<file path="src/rtl/alu_pkg.sv">
// Shared definitions for the handshaked ALU: op encoding, FSM states and op-class helper.
package alu_pkg;

  typedef enum logic [3:0] {
    OpAdd  = 4'h0,
    OpSub  = 4'h1,
    OpAnd  = 4'h2,
    OpOr   = 4'h3,
    OpXor  = 4'h4,
    OpSlt  = 4'h5,
    OpSltu = 4'h6,
    OpAndn = 4'h7,
    OpOrn  = 4'h8,
    OpSll  = 4'h9,
    OpSrl  = 4'hA,
    OpSra  = 4'hB
  } alu_op_e;

  typedef enum logic [1:0] {
    StIdle,
    StShift,
    StDone
  } alu_state_e;

  function automatic logic is_shift(input logic [3:0] op);
    return (op == OpSll) || (op == OpSrl) || (op == OpSra);
  endfunction

endpackage

</file>
<file path="src/rtl/alu_shift_iter.sv">
// Iterative 1-bit-per-cycle shifter; o_last flags the cycle whose shift is the final one.
module alu_shift_iter
  import alu_pkg::*;
#(
  parameter int unsigned WIDTH = 32,
  localparam int unsigned SHAMT_W = $clog2(WIDTH)
) (
  input  logic               clk,
  input  logic               reset,
  input  logic               i_start,
  input  logic [3:0]         i_op,
  input  logic [WIDTH-1:0]   i_value,
  input  logic [SHAMT_W-1:0] i_shamt,
  output logic               o_last,
  output logic [WIDTH-1:0]   o_next
);

  logic [WIDTH-1:0]   r_val;
  logic [SHAMT_W-1:0] r_cnt;
  logic [3:0]         r_op;
  logic [WIDTH-1:0]   w_next;

  always_comb begin
    w_next = {r_val[WIDTH-2:0], 1'b0};
    case (r_op)
      OpSrl:   w_next = {1'b0, r_val[WIDTH-1:1]};
      OpSra:   w_next = {r_val[WIDTH-1], r_val[WIDTH-1:1]};
      default: w_next = {r_val[WIDTH-2:0], 1'b0};
    endcase
  end

  assign o_next = w_next;
  assign o_last = (r_cnt == SHAMT_W'(1));

  always_ff @(posedge clk) begin
    if (reset) begin
      r_val <= '0;
      r_cnt <= '0;
      r_op  <= '0;
    end else if (i_start) begin
      r_val <= i_value;
      r_cnt <= i_shamt;
      r_op  <= i_op;
    end else if (r_cnt != '0) begin
      r_val <= w_next;
      r_cnt <= r_cnt - 1'b1;
    end
  end

endmodule

</file>
<file path="src/rtl/alu_seq.sv">
// Handshaked ALU: single-cycle ops computed combinationally, shifts delegated to alu_shift_iter.
module alu_seq
  import alu_pkg::*;
#(
  parameter int unsigned WIDTH = 32,
  localparam int unsigned SHAMT_W = $clog2(WIDTH)
) (
  input  logic             clk,
  input  logic             reset,
  input  logic             in_valid,
  output logic             in_ready,
  input  logic [3:0]       op,
  input  logic [WIDTH-1:0] src_a,
  input  logic [WIDTH-1:0] src_b,
  output logic             out_valid,
  input  logic             out_ready,
  output logic [WIDTH-1:0] result,
  output logic             zero,
  output logic             overflow,
  output logic             illegal,
  output logic             busy
);

  alu_state_e         r_state, w_state_d;
  logic [WIDTH-1:0]   r_result, w_res_d;
  logic               r_zero, r_ovf, r_ill;
  logic               w_ovf_d, w_ill_d, w_load, w_accept, w_start;
  logic [WIDTH-1:0]   w_sum, w_diff, w_alu_res;
  logic               w_alu_ovf, w_alu_ill;
  logic [SHAMT_W-1:0] w_shamt;
  logic               w_shift_last;
  logic [WIDTH-1:0]   w_shift_next;

  assign w_sum   = src_a + src_b;
  assign w_diff  = src_a - src_b;
  assign w_shamt = src_b[SHAMT_W-1:0];

  always_comb begin
    w_alu_res = '0;
    w_alu_ovf = 1'b0;
    w_alu_ill = 1'b0;
    case (op)
      OpAdd: begin
        w_alu_res = w_sum;
        w_alu_ovf = (src_a[WIDTH-1] == src_b[WIDTH-1]) && (w_sum[WIDTH-1] != src_a[WIDTH-1]);
      end
      OpSub: begin
        w_alu_res = w_diff;
        w_alu_ovf = (src_a[WIDTH-1] != src_b[WIDTH-1]) && (w_diff[WIDTH-1] != src_a[WIDTH-1]);
      end
      OpAnd:  w_alu_res = src_a & src_b;
      OpOr:   w_alu_res = src_a | src_b;
      OpXor:  w_alu_res = src_a ^ src_b;
      OpSlt:  w_alu_res = WIDTH'($signed(src_a) < $signed(src_b));
      OpSltu: w_alu_res = WIDTH'(src_a < src_b);
      OpAndn: w_alu_res = src_a & ~src_b;
      OpOrn:  w_alu_res = src_a | ~src_b;
      // Only reached with a zero shift amount; non-zero amounts go to the iterative unit.
      OpSll, OpSrl, OpSra: w_alu_res = src_a;
      default: w_alu_ill = 1'b1;
    endcase
  end

  always_comb begin
    w_state_d = r_state;
    w_res_d   = r_result;
    w_ovf_d   = r_ovf;
    w_ill_d   = r_ill;
    w_load    = 1'b0;
    w_accept  = 1'b0;
    w_start   = 1'b0;
    in_ready  = 1'b0;
    unique case (r_state)
      StIdle: begin
        in_ready = 1'b1;
        w_accept = in_valid;
      end
      StShift: begin
        if (w_shift_last) begin
          w_state_d = StDone;
          w_res_d   = w_shift_next;
          w_ovf_d   = 1'b0;
          w_ill_d   = 1'b0;
          w_load    = 1'b1;
        end
      end
      StDone: begin
        in_ready = out_ready;
        if (out_ready) begin
          w_state_d = StIdle;
          w_accept  = in_valid;
        end
      end
      default: w_state_d = StIdle;
    endcase

    if (w_accept) begin
      if (is_shift(op) && (w_shamt != '0)) begin
        w_start   = 1'b1;
        w_state_d = StShift;
      end else begin
        w_state_d = StDone;
        w_res_d   = w_alu_res;
        w_ovf_d   = w_alu_ovf;
        w_ill_d   = w_alu_ill;
        w_load    = 1'b1;
      end
    end
  end

  always_ff @(posedge clk) begin
    if (reset) begin
      r_state  <= StIdle;
      r_result <= '0;
      r_zero   <= 1'b0;
      r_ovf    <= 1'b0;
      r_ill    <= 1'b0;
    end else begin
      r_state <= w_state_d;
      if (w_load) begin
        r_result <= w_res_d;
        r_zero   <= (w_res_d == '0);
        r_ovf    <= w_ovf_d;
        r_ill    <= w_ill_d;
      end
    end
  end

  alu_shift_iter #(
    .WIDTH(WIDTH)
  ) u_shift (
    .clk     (clk),
    .reset   (reset),
    .i_start (w_start),
    .i_op    (op),
    .i_value (src_a),
    .i_shamt (w_shamt),
    .o_last  (w_shift_last),
    .o_next  (w_shift_next)
  );

  assign out_valid = (r_state == StDone);
  assign busy      = (r_state == StShift);
  assign result    = r_result;
  assign zero      = r_zero;
  assign overflow  = r_ovf;
  assign illegal   = r_ill;

endmodule
</file>
<file path="config.mk">
export PLATFORM = sky130hd
export DESIGN_NAME = alu_seq
export DESIGN_NICKNAME = d
export VERILOG_FILES = /design/src/rtl/alu_pkg.sv /design/src/rtl/alu_shift_iter.sv /design/src/rtl/alu_seq.sv
export SDC_FILE = /design/constraint.sdc
export NUM_CORES = 1
export LEC_CHECK = 0
export ABC_AREA = 1
export CAP_MARGIN = 20
export CORE_ASPECT_RATIO = 2
export CORE_MARGIN = 4
export CORE_UTILIZATION = 50
export DETAILED_ROUTE_END_ITERATION = 12
export GPL_ROUTABILITY_DRIVEN = 0
export HOLD_SLACK_MARGIN = 0.08
export PLACE_DENSITY = 0.74
export SKIP_LAST_GASP = 1
export SYNTH_ARGS = -nofsm -noshare
export SYNTH_HDL_FRONTEND = slang
export SYNTH_HIERARCHICAL = 1
export SYNTH_SLANG_ARGS = --single-unit
</file>
<file path="constraint.sdc">
create_clock -name clk -period 3.7 [get_ports clk]
set_input_delay 0.74 -clock clk [delete_from_list [all_inputs] [get_ports clk]]
set_output_delay 0.74 -clock clk [all_outputs]
set_load 0.005 [all_outputs]
</file>
* After elaboration in Yosys (flattened, before gate mapping)
Cells that the tools add are included.
** Word-level totals
- Flip-flop bits (word level) :: 78
- Output and inout port bits :: 38
- Logic and storage cells :: 90
** Cells by class
- Add/sub/neg operators :: 3
- Magnitude comparators :: 2
- Eq/ne operators :: 23
- Mux-type cells :: 34
- Bitwise operators :: 6
- Reductions and logical operators :: 14
** Operators with widths (count)
- one-hot mux 32 bit (10 select lines) :: 1
- two-way mux 32 bit :: 6
- AND 32 bit :: 2
- < comparator 32 bit :: 2
- bitwise OR 32 bit :: 2
- one-hot mux 32 bit (2 select lines) :: 1
- adder 32 bit :: 1
- zero test 32 bit :: 1
- NOT 32 bit :: 1
- subtractor 32 bit :: 1
- XOR 32 bit :: 1
- equality test 4 bit (second input constant) :: 6
- equality test 4 x 3 -> 1 bit (second input constant) :: 4
- two-way mux 1 bit :: 16
- OR reduction 12 bit :: 1
- two-way mux 5 bit :: 2
- nonzero test 5 bit :: 2
- equality test 4 x 2 -> 1 bit (second input constant) :: 2
- two-way mux 2 bit :: 4
- != test 3 x 1 -> 1 bit (second input constant) :: 2
- one-hot mux 1 bit (2 select lines) :: 3
- one-hot mux 2 bit (3 select lines) :: 1
- equality test 5 x 1 -> 1 bit (second input constant) :: 1
- subtractor 5 x 1 -> 5 bit (second input constant) :: 1
- 13 further kinds :: 18

* Depth between registers and ports, before layout
- Depth after elaboration :: 7
- Mapped depth :: 24
- Mapped depth without buffers :: 23

* By module
Netlist, hierarchy kept.
** Modules (own cells, without submodules)
- alu_seq :: instances 1, cells each 1701, area each 8624.5 um^2
- alu_shift_iter :: instances 1, cells each 424, area each 2481.1 um^2

* Worst setup path before layout
No wires, ideal clock.
- Path type :: input port to flip-flop
- Start point :: input port src_a[0]
- End point :: register r_zero (netlist: zero)
- Library setup time :: 0.070 ns
- Arrival :: 2.728 ns
- Data required time :: 3.630 ns
- Path slack :: 0.902 ns
- Stages :: 22
- Cells stage by stage :: inv_1 ha_1 fa_1 inv_1 nand3_1 nand2_1 nand2_1 nand2_1 nand2_1 nand2_1 nand2_1 nand2_1 nand2_1 nand3_1 nand3_1 nand2_1 nand2_1 nor2_1 nand2_1 nor2_1 nand4_1 a21oi_1
** Between the ends
- Cells in the longest elaborated chain, start to end :: 5
- Elaborated cells on any way between the ends :: 13
- Those cells by class :: 2 x add/sub; 2 x order compare; 3 x mux; 5 x bitwise; 1 x reduce/logical
** RTL lines
- start: declaration :: line alu_seq.sv:13 : input logic [WIDTH-1:0] src_a,
- subtractor 32 bit (tied with other cells) :: line alu_seq.sv:35 : assign w_diff = src_a - src_b;
- one-hot mux 32 bit (10 select lines) * :: line alu_seq.sv:42 : case (op)
- two-way mux 32 bit * :: line alu_seq.sv:98 : if (is_shift(op) && (w_shamt != '0)) begin
- two-way mux 32 bit * :: line alu_seq.sv:97 : if (w_accept) begin
- zero test 32 bit * :: line alu_seq.sv:122 : r_zero <= (w_res_d == '0);
- end signal: assignment :: line alu_seq.sv:122
- end: declaration :: line alu_seq.sv:26 : logic r_zero, r_ovf, r_ill;
Mark *: on every way between the ends. The rest lies on a longest branch, timed or not.
A chain may end at the register's enable or synchronous reset.

* Worst setup path in the final report
- Start point :: input port src_b[16]
- End point :: register r_zero (netlist: zero)
** Between the ends
- Cells in the longest elaborated chain, start to end :: 6
- Elaborated cells on any way between the ends :: 14
- Those cells by class :: 2 x add/sub; 2 x order compare; 3 x mux; 6 x bitwise; 1 x reduce/logical
** RTL lines
- start: declaration :: line alu_seq.sv:14 : input logic [WIDTH-1:0] src_b,
- branches (longest 2 deep; another with subtractor 32 bit)
- one-hot mux 32 bit (10 select lines) * :: line alu_seq.sv:42
- two-way mux 32 bit * :: line alu_seq.sv:98
- two-way mux 32 bit * :: line alu_seq.sv:97
- zero test 32 bit * :: line alu_seq.sv:122
Mark *: on every way between the ends.

==> run summary <==
Vias in the first global route -> 14900
Via density -> 5.71
Clock tree from TritonCTS -> done
Antenna violations before repair -> 0
Slew margin rel. -> 0.361
Number of filler cells placed in the layout -> 2111
Peak supply drop -> 0.000720 V
Min Clock Period, post-route -> 3.54 ns
Element type at the critical path end -> flop
Register bit count reported by yosys -> 78
Number of iterations in the first detailed-routing pass -> 7
Final Skew -> 0.00520 ns
Minimum setup slack among reg-to-reg paths -> 1.00 ns
Setup tns final -> 0 ns
Post-synth EDFFs -> 0
Highest achievable clock rate -> 0.283 GHz
Number of buffers added by the clock tree synthesis step -> 9
Quantity of hold-fixing buffers added after cts -> 0
WL per Instance -> 17.8 um
Warnings, synthesis -> 6
Number of standard-cell rows in the floorplan -> 76
Type of the tightest min-delay check -> reg -> reg
Routed wire length -> 48.2 mm
Final setup vio count -> 0
Vias after detailed routing -> 15500
Setup crit start kind -> primary input
Maximum fanout along the worst path -> 7
Number of buffers on the longest clock path -> 2
Transition time at the pin with the least slew margin -> 0.957 ns
Cell types with the largest area share after synthesis -> sky130_fd_sc_hd__nand2_1 26%, sky130_fd_sc_hd__dfxtp_1 14%, sky130_fd_sc_hd__inv_1 12%
Most frequently used flop master after synthesis -> sky130_fd_sc_hd__dfxtp_1
Placeable core area -> 21700 um^2
Proportion of synthesized chip area in sequential cells -> 0.141
Antenna-violating nets left -> 0
Number of placed instances, taps included -> 2690
Capture instance of the worst register-to-register path -> zero
Multi-input gate area in the final layout -> 7710 um^2
Total die area -> 24800 um^2
Most common library cell in the layout ignoring fill and taps -> sky130_fd_sc_hd__nand2_1
Worst Hold Margin -> 0.465 ns
Total number of H-tree levels -> 3
Area of all sequential standard cells -> 1560 um^2
Layout Area Growth over Synthesis -> 29.8%
Initial standard-cell utilization of the core -> 0.512
DRC violations left -> 0
I/O pin total -> 110
Stage delay of the slowest cell on the critical path -> 0.59 ns
Worst-skew pair later-pin latency -> 0.34 ns
HPWL after DPL -> 39.3 mm
Net count of the mapped netlist -> 2264
Area of the mapped netlist -> 11100 um^2
Gates resized, CTS repair -> 0
CP dominant cell by count -> sky130_fd_sc_hd__nand2_1
Static Leak -> 8.12 nW
Library cells used by synthesis -> 50
Clock transition at the registers of the reported paths -> 0.06 ns
Master of the slowest instance on the critical path -> sky130_fd_sc_hd__clkdlybuf4s50_1
Average instance area after synthesis -> 5.23 um^2
Combinational group share of total power -> 0.559
Vertical die dimension -> 219 um
Cell-internal power -> 2.30 mW
Global-route congestion overflow total -> 0
Maximum capacitance violations -> 0
Maximum number of pins on one net before global-route repair -> 66
Number of buffers inserted by post-CTS setup repair -> 0
Source of the worst register-to-register timing path -> u_shift/r_cnt[0]
Biggest area consumer among synthesized cells -> sky130_fd_sc_hd__nand2_1
Chip Width -> 113 um
Number of cells traversed by the worst hold path -> 2
Worst Reg-to-Reg Cells -> 17
Max Slew Vio Count -> 0
Net switching fraction of the power -> 0.452
Worst Hold Launch -> illegal
Fraction of final layout cells with drive strength greater than 1 -> 0.141
Result of the run -> complete, no violations
Number of buffer cells added on primary ports -> 109
Initial detailed-routing violation count -> 2128
Number of hold-slack violations in the final timing report -> 0
Clock sink count -> 78
Global-route wire length before repair -> 74.3 mm
Root Driver -> sky130_fd_sc_hd__clkbuf_16
Part of the total power dissipated in sequential elements -> 0.236
Most frequent cells in the layout -> 761 x sky130_fd_sc_hd__nand2_1, 369 x sky130_fd_sc_hd__inv_1, 263 x sky130_fd_sc_hd__buf_4
CP Data Required Time -> 3.97 ns
Critical setup path kind -> in -> reg
CP Data Arrival Time -> 3.81 ns
Fraction of power consumed by the clock network -> 0.205
Cell Chain, Critical Path -> clkdlybuf4s50_1, inv_1, ha_2, nand2_1, nor2_1, nand2_1, nor4_2, buf_4, nand2_1, nand2_1, nand2_1, nand3_1, nand2_1, nand2_1, nand2_1, nor2_1, nand3_1, nor2_2, nand4_1, a21oi_1
Number of cells in the finished layout apart from fillers -> 2707
Power density relative to cell area -> 292 nW/um^2
Switching pwr -> 1.90 mW
Cell count after synthesis -> 2125
Share of Yosys cell area claimed by the top area cell type -> 0.258
Proportion of register bits with asynchronous set or reset after synthesis -> 0
Fin nets -> 2567
Hold Path End -> illegal
Combined global-route utilization of all metal layers -> 0.382
Crit share post-route -> 0.956
flip-flops by register name, indices dropped and copies added (netlist names):
name,count
illegal,1
u_shift/r_op,4
r_state,2
zero,1
result,32
u_shift/r_cnt,5
overflow,1
u_shift/r_val,32
routing by layer:
metal | vias to the layer above | global-route usage | share of wire
met2 | 980 | 0.646 | 0.47
li1 | 7274 | - | -
met5 | - | 0 | 0
met4 | 0 | 0.333 | 0.10
met3 | 343 | 0.0479 | 0.081
met1 | 6853 | 0.411 | 0.35
worst max path at each step:
stage                         start    to  slack (ns)
after floorplan            src_a[0]  zero        0.90
after global placement    src_b[16]  zero       -0.26
after detailed placement  src_b[16]  zero       -0.29
after CTS                 src_b[16]  zero        0.05
after global routing      src_b[16]  zero       -0.02
final                     src_b[16]  zero        0.16
cell usage after synthesis, types with 17 or more instances:
cell / number
sky130_fd_sc_hd__nand2_1: 764
sky130_fd_sc_hd__inv_1: 369
sky130_fd_sc_hd__nor2_1: 192
sky130_fd_sc_hd__nand3_1: 188
sky130_fd_sc_hd__a21oi_1: 123
sky130_fd_sc_hd__dfxtp_1: 78
sky130_fd_sc_hd__ha_1: 65
sky130_fd_sc_hd__o21ai_0: 59
sky130_fd_sc_hd__buf_2: 39
sky130_fd_sc_hd__nand4_1: 30
sky130_fd_sc_hd__clkbuf_1: 20
sky130_fd_sc_hd__o22ai_1: 19
sky130_fd_sc_hd__o211ai_1: 17
power groups by stage:
stage                     Sequential [mW]  Clock, mW  Combinational [mW]
after floorplan                     0.991          0                1.37
after global placement               1.01          0                2.23
after detailed placement             1.01          0                2.26
after CTS                           0.991      0.868                2.27
after global routing                 1.00      0.910                2.55
final                               0.993      0.863                2.35
cell families (layout without fill, tap and decap cells):
kind of cell,count (synthesis),count (layout),share of synthesized area
buffers and inverters,461,769,0.171
other,0,1,0
adder cells (fa/ha/maj),67,67,0.0768
AND/OR/NAND/NOR,1231,1231,0.460
AO/OA/AOI/OAI,284,284,0.149
flip-flops,78,78,0.141
XOR/XNOR,4,4,0.00316
critical path, delay by kind of cell:
kind / cells / cell delay (ns)
AO/OA/AOI/OAI: 1 / 0.12
adder cells (fa/ha/maj): 1 / 0.43
buffers and inverters: 3 / 0.87
AND/OR/NAND/NOR: 15 / 1.64
stage by stage:
stage	power, mW	setup WS [ns]	cell area, um^2	util
6_report	4.21	0.162	14400	0.665
4_1_cts	4.13	0.0454	14400	0.662
3_3_place_gp	3.23	-0.260	14100	0.649
5_1_grt	4.46	-0.0219	14400	0.665
3_5_place_dp	3.27	-0.289	14100	0.649
2_1_floorplan	2.36	0.902	11100	-
layout make-up:
| class | instances | area share |
|---|---|---|
| sequential | 78 | 0.108 |
| inverter | 380 | 0.0991 |
| antenna | 1 | 0.000174 |
| clock inverter | 3 | 0.00122 |
| clock buffer | 13 | 0.0188 |
| tap | 273 | 0.0237 |
| multi-input combinational | 1586 | 0.535 |
| timing repair buffer | 373 | 0.214 |
No activity file was read; power rests on OpenSTA's default activity.
